--- config.mk ---
export PLATFORM = sky130hd
export DESIGN_NAME = seq_addsub_unit
export DESIGN_NICKNAME = d
export VERILOG_FILES = /design/src/rtl/seq_addsub_unit.sv
export SDC_FILE = /design/constraint.sdc
export NUM_CORES = 1
export LEC_CHECK = 0
export CORE_MARGIN = 10
export CORE_UTILIZATION = 52
export DETAILED_ROUTE_END_ITERATION = 7
export PLACE_DENSITY_LB_ADDON = 0.1
export SLEW_MARGIN = 20
export SYNTH_ARGS = -nofsm -noshare
export SYNTH_HDL_FRONTEND = slang
export SYNTH_SLANG_ARGS = --single-unit
--- constraint.sdc ---
create_clock -name clk -period 3.7 [get_ports clk]
set_input_delay 0.555 -clock clk [delete_from_list [all_inputs] [get_ports clk]]
set_output_delay 0.555 -clock clk [all_outputs]
set_load 0.005 [all_outputs]
--- src/rtl/seq_addsub_unit.sv ---
// seq_addsub_unit
//   Multi-cycle WIDTH-bit adder/subtractor. Operands are processed CHUNK bits
//   per clock, least-significant slice first, with a registered carry between
//   slices. A start/done handshake frames each operation.
//
//   Optional build macro: ADDSUB_SAT_EN
//     defined   -> signed saturation of out on overflow (flags stay raw,
//                  zero follows the saturated out)
//     undefined -> out is the wrapped modulo-2^WIDTH result
//
//   Ports
//     clk       in   clock, rising edge
//     rst_n     in   synchronous active-low reset
//     start     in   operation request, sampled only in IDLE
//     in1       in   operand A
//     in2       in   operand B
//     c_in      in   0 = A+B, 1 = A-B
//     busy      out  high while not IDLE
//     done      out  one-cycle completion pulse
//     out       out  result, held until the next completion
//     carry     out  carry out of the MSB (subtract: 1 = no borrow)
//     overflow  out  signed two's-complement overflow
//     zero      out  out == 0
//
//   state   | meaning
//   IDLE    | waiting for start, operands not yet captured
//   RUN     | one slice added per clock, down-counter selects the last slice
//   DONE    | results published, done high for this single cycle
module seq_addsub_unit #(
    parameter int WIDTH = 32,
    parameter int CHUNK = 8
) (
    input  logic             clk,
    input  logic             rst_n,
    input  logic             start,
    input  logic [WIDTH-1:0] in1,
    input  logic [WIDTH-1:0] in2,
    input  logic             c_in,
    output logic             busy,
    output logic             done,
    output logic [WIDTH-1:0] out,
    output logic             carry,
    output logic             overflow,
    output logic             zero
);

    localparam int NCHUNK = WIDTH / CHUNK;
    localparam int CNTW   = (NCHUNK > 1) ? $clog2(NCHUNK) : 1;

    localparam logic [1:0] ST_IDLE = 2'd0;
    localparam logic [1:0] ST_RUN  = 2'd1;
    localparam logic [1:0] ST_DONE = 2'd2;

    logic [1:0]       state;
    logic [CNTW-1:0]  cnt;
    logic [WIDTH-1:0] a_sh;
    logic [WIDTH-1:0] b_sh;
    logic [WIDTH-1:0] acc;
    logic             cy;
    logic             a_msb;
    logic             b_msb;

    logic [CHUNK:0]   slice_sum;
    logic [WIDTH-1:0] acc_next;
    logic [WIDTH-1:0] a_next;
    logic [WIDTH-1:0] b_next;
    logic [WIDTH-1:0] res_fin;
    logic             last;
    logic             raw_ovf;

    // The operand registers shift right so the active slice is always the low
    // CHUNK bits; the accumulator shifts in from the top so that after NCHUNK
    // slices the result sits in natural bit order.
    assign slice_sum = {1'b0, a_sh[CHUNK-1:0]} + {1'b0, b_sh[CHUNK-1:0]}
                     + {{CHUNK{1'b0}}, cy};

    generate
        if (NCHUNK == 1) begin : g_single
            assign acc_next = slice_sum[CHUNK-1:0];
            assign a_next   = a_sh;
            assign b_next   = b_sh;
        end else begin : g_multi
            assign acc_next = {slice_sum[CHUNK-1:0], acc[WIDTH-1:CHUNK]};
            assign a_next   = {{CHUNK{1'b0}}, a_sh[WIDTH-1:CHUNK]};
            assign b_next   = {{CHUNK{1'b0}}, b_sh[WIDTH-1:CHUNK]};
        end
    endgenerate

    assign last    = (cnt == '0);
    assign raw_ovf = (a_msb == b_msb) && (slice_sum[CHUNK-1] != a_msb);

`ifdef ADDSUB_SAT_EN
    assign res_fin = !raw_ovf ? acc_next
                   : (a_msb ? {1'b1, {(WIDTH-1){1'b0}}} : {1'b0, {(WIDTH-1){1'b1}}});
`else
    assign res_fin = acc_next;
`endif

    assign busy = (state != ST_IDLE);

    always_ff @(posedge clk) begin
        if (!rst_n) begin
            state    <= ST_IDLE;
            cnt      <= '0;
            a_sh     <= '0;
            b_sh     <= '0;
            acc      <= '0;
            cy       <= 1'b0;
            a_msb    <= 1'b0;
            b_msb    <= 1'b0;
            done     <= 1'b0;
            out      <= '0;
            carry    <= 1'b0;
            overflow <= 1'b0;
            zero     <= 1'b0;
        end else begin
            case (state)
                ST_IDLE: begin
                    done <= 1'b0;
                    if (start) begin
                        a_sh  <= in1;
                        b_sh  <= c_in ? ~in2 : in2;
                        a_msb <= in1[WIDTH-1];
                        b_msb <= in2[WIDTH-1] ^ c_in;
                        cy    <= c_in;
                        cnt   <= CNTW'(NCHUNK - 1);
                        state <= ST_RUN;
                    end
                end
                ST_RUN: begin
                    a_sh <= a_next;
                    b_sh <= b_next;
                    acc  <= acc_next;
                    cy   <= slice_sum[CHUNK];
                    cnt  <= cnt - 1'b1;
                    if (last) begin
                        out      <= res_fin;
                        carry    <= slice_sum[CHUNK];
                        overflow <= raw_ovf;
                        zero     <= (res_fin == '0);
                        done     <= 1'b1;
                        state    <= ST_DONE;
                    end
                end
                ST_DONE: begin
                    done  <= 1'b0;
                    state <= ST_IDLE;
                end
                default: begin
                    done  <= 1'b0;
                    state <= ST_IDLE;
                end
            endcase
        end
    end

endmodule

==> impl_metrics.csv <==
group,metric,value,unit
layout,nets,847,
min_path,min_path_type,"reg -> reg",
pwr,p_clk_frac,0.425,
synthesis,synth_warnings,0,
cts,htreeDepth,4,
cts,cts_hold_buf,0,
cts,clk_path_buf_depth,2,
floorplan,rows,37,
layout,n_antenna_cell,0,
cts,clkTransAtPathRegs,0.06,ns
synthesis,synth_edf_count,0,
detailed_routing,route.vias.total,5025,
placed_design,dp_hpwl,10.02,mm
layout,stdcell_area,7178,um2
synthesis,ys.flop_type,"dfxtp_1",
critical_path,worstPathMaxFanout,3,
pwr,powerDensity,527.0,nW/um2
critical_path,path_class,"reg -> reg",
critical_path,path_cells,"fa_1, fa_1, a21o_1, a21oi_2, xnor2_1, or3_1, or4b_1, o31ai_2",
timing,max_clock_freq,0.3480,GHz
critical_path,crit_top_cell,"fa_1",
cts,cts_setup_buffers,0,
timing,rsz0062_at_grt,"no",
pwr,leakagePower,0.002614,uW
critical_path,worstPathArrival,3.29,ns
detailed_routing,dr.pass1.iters,8,
pwr,p_int,2733,uW
cts,clkSinkCount,131,
pwr,pwr-share-comb,0.157,
pwr,pwr-share-seq,0.418,
job,maxCapViolCount,0,
pwr,ir_worst_vdd,0.2732,mV
timing,final_max_slew_viol_count,0,
critical_path,worstSetupStartpointType,"register",
synthesis,synth_area_leader_cell,"dfxtp_1",
timing,setup_tns,0,ns
floorplan,ioPinCount,105,
pwr,p_switching,1049,uW
critical_path,critPathBufInv,0,
detailed_routing,wire_per_inst,15.85,um
layout,syn_to_final_growth,29.88,%
layout,layout-drive-gt1-share,0.06146,
grt,first_global_vias,4820,
cts,clk_latency,0.50,ns
critical_path,crit_path_end_kind,"register",
placed_design,dpl_cell_area,6604,um2
synthesis,synth.avg_cell_area,7.975,um2
floorplan,die_area,15150,um2
synthesis,synth_top_area_frac,0.4745,
floorplan,die_w,123.1,um
grt,grt_max_degree,72,
synthesis,async_flop_share,0,
timing,finalHoldViolCount,0,
synthesis,syn_inst,693,
synthesis,synthTopCellsByArea,"dfxtp_1, nand2_1, a21oi_1",
timing,maxSlewHeadroom,0.3815,
critical_path,crit_path_top_delay_cell,"or4b_1",
layout,fillerInstances,828,
timing,finalCriticalPeriod,2.874,ns
cts,cts_tree,"built",
detailed_routing,wl,14.53,mm
floorplan,die_h,123.1,um
cts,cts_resized,0,
detailed_routing,antenna_left,0,
grt,grt_usage,0.1887,
grt,antenna_found_initial,0,
floorplan,start_util,0.5353,
detailed_routing,vias_per_cell,5.480,
detailed_routing,drc,0,
synthesis,synth_area,5527,um2
grt,grt.overflow.total,0,
outcome,status,"completed",
timing,finalSetupViolCount,0,
detailed_routing,dr.first_iter.drc_count,433,
synthesis,ys_seq_area_frac,0.4745,
cts,cts_made_buffers,17,
pwr,switching_share,0.2774,
timing,finClkSkew,0.008016,ns
floorplan,core,10320,um2
synthesis,ys_ff_latch,131,
cts,cts_root_buf,"clkbuf_8",
critical_path,max_stage_delay,0.52,ns
timing,period_share,0.7767,
placed_design,io_buffers,104,
synthesis,synth_cell_types,35,
critical_path,cp_data_required_time,4.12,ns
critical_path,crit_family,"simple AND/OR/NAND/NOR gates",
timing,worstMarginPinSlew,0.9245,ns
placed_design,gp_congestion,0.9223,
grt,grt_pass1_wl,23.38,mm
synthesis,synth_fp_nets,771,
-- kinds of logic after synthesis --
| group | Yosys count | synth area share |
|---|---|---|
| compound gates | 145 | 0.1734 |
| xor+xnor | 38 | 0.06022 |
| fa+ha+maj | 10 | 0.02536 |
| buf+inv | 60 | 0.04075 |
| flops | 131 | 0.4745 |
| simple gates | 309 | 0.2257 |
-- layer usage --
metal	vias up	global-route usage	wire, um
met1	2352	0.2373	6589
met4	0	0.04585	127
met3	12	0.04603	737
met2	152	0.3193	7076
li1	2509	-	-
met5	-	0	0
-- layout make-up --
cell class | instances | area (um2) | area share
clock buffer | 17 | 414.1 | 0.05770
clock inverter | 14 | 155.1 | 0.02161
inverter | 4 | 16.27 | 0.002266
multi-input combinational | 502 | 2696 | 0.3756
sequential | 131 | 2623 | 0.3653
tap | 136 | 170.2 | 0.02371
timing repair buffer | 113 | 1104 | 0.1537
-- final timing paths --
path	from	to	slack (ns)	cells past startpoint
worst max register to register	a_sh[0]	zero	0.83	8
worst max-delay path	a_sh[0]	zero	0.83	8
worst min-delay path	out[15]	out[15]	0.45	2
worst min register to register	out[15]	out[15]	0.45	2
-- worst register-to-register path: stages, from the launching register on --
cell	delay [ns]
dfxtp_1	0.33
fa_1	0.46
fa_1	0.43
a21o_1	0.21
a21oi_2	0.14
xnor2_1	0.12
or3_1	0.40
or4b_1	0.52
o31ai_2	0.17
-- flip-flops by register name, summed over array words and instances, names as in the netlist --
name	flops
a_sh	32
b_sh	32
out	32
acc	24
cnt	2
state	2
a_msb	1
b_msb	1
carry	1
cy	1
done	1
overflow	1
zero	1
-- power groups by stage --
stage,Combinational [uW],Sequential (uW),Clock (uW)
detailed placement,586,1610,0
global route,661,1590,1680
floorplan,391,1590,0
CTS,593,1580,1620
finish,593,1580,1610
global placement,573,1610,0
-- cell usage in the layout, fill, tap and decap left out, drive strengths merged, types with 2 or more instances in the layout --
cell / instances
and2: 2
nor3: 2
clkbuf: 17
or3: 2
nand4: 2
nand2: 174
clkinv: 7
nor4: 6
clkdlybuf4s50: 103
ha: 8
a211oi: 6
xor2: 8
a21oi: 76
nor2: 96
a22oi: 2
buf: 10
a21o: 3
inv: 8
nor2b: 3
nand2b: 2
bufinv: 2
nand3: 17
a221oi: 25
dfxtp: 131
o21ai: 5
a311oi: 24
xnor2: 30
fa: 2
-- through the flow --
| step | power (uW) | worst slack, ns | hold WS [ns] | util | instances |
|---|---|---|---|---|---|
| floorplan | 1977 | 0.9941 | 0.4367 | - | 693 |
| global placement | 2178 | 0.9284 | 0.4441 | 0.6397 | 886 |
| detailed placement | 2194 | 0.8481 | 0.4458 | 0.6397 | 886 |
| CTS | 3792 | 0.8165 | 0.4545 | 0.6948 | 917 |
| global route | 3931 | 0.6861 | 0.4786 | 0.6953 | 917 |
| finish | 3783 | 0.8260 | 0.4518 | 0.6953 | 917 |
-- synthesized netlist by cell type (3+ instances only) --
master and number:
o21ai_0 4, a311oi_1 24, inv_1 4, dfxtp_1 131, a221oi_1 25, a211oi_1 6
nor2b_1 3, clkbuf_1 45, nand2_1 174, nor2_1 96, buf_1 11, xor2_1 8
a21oi_1 75, xnor2_1 30, a21o_1 3, nand3_1 17, ha_1 8, nor4_1 6
Power figures use the tool's default switching activity.
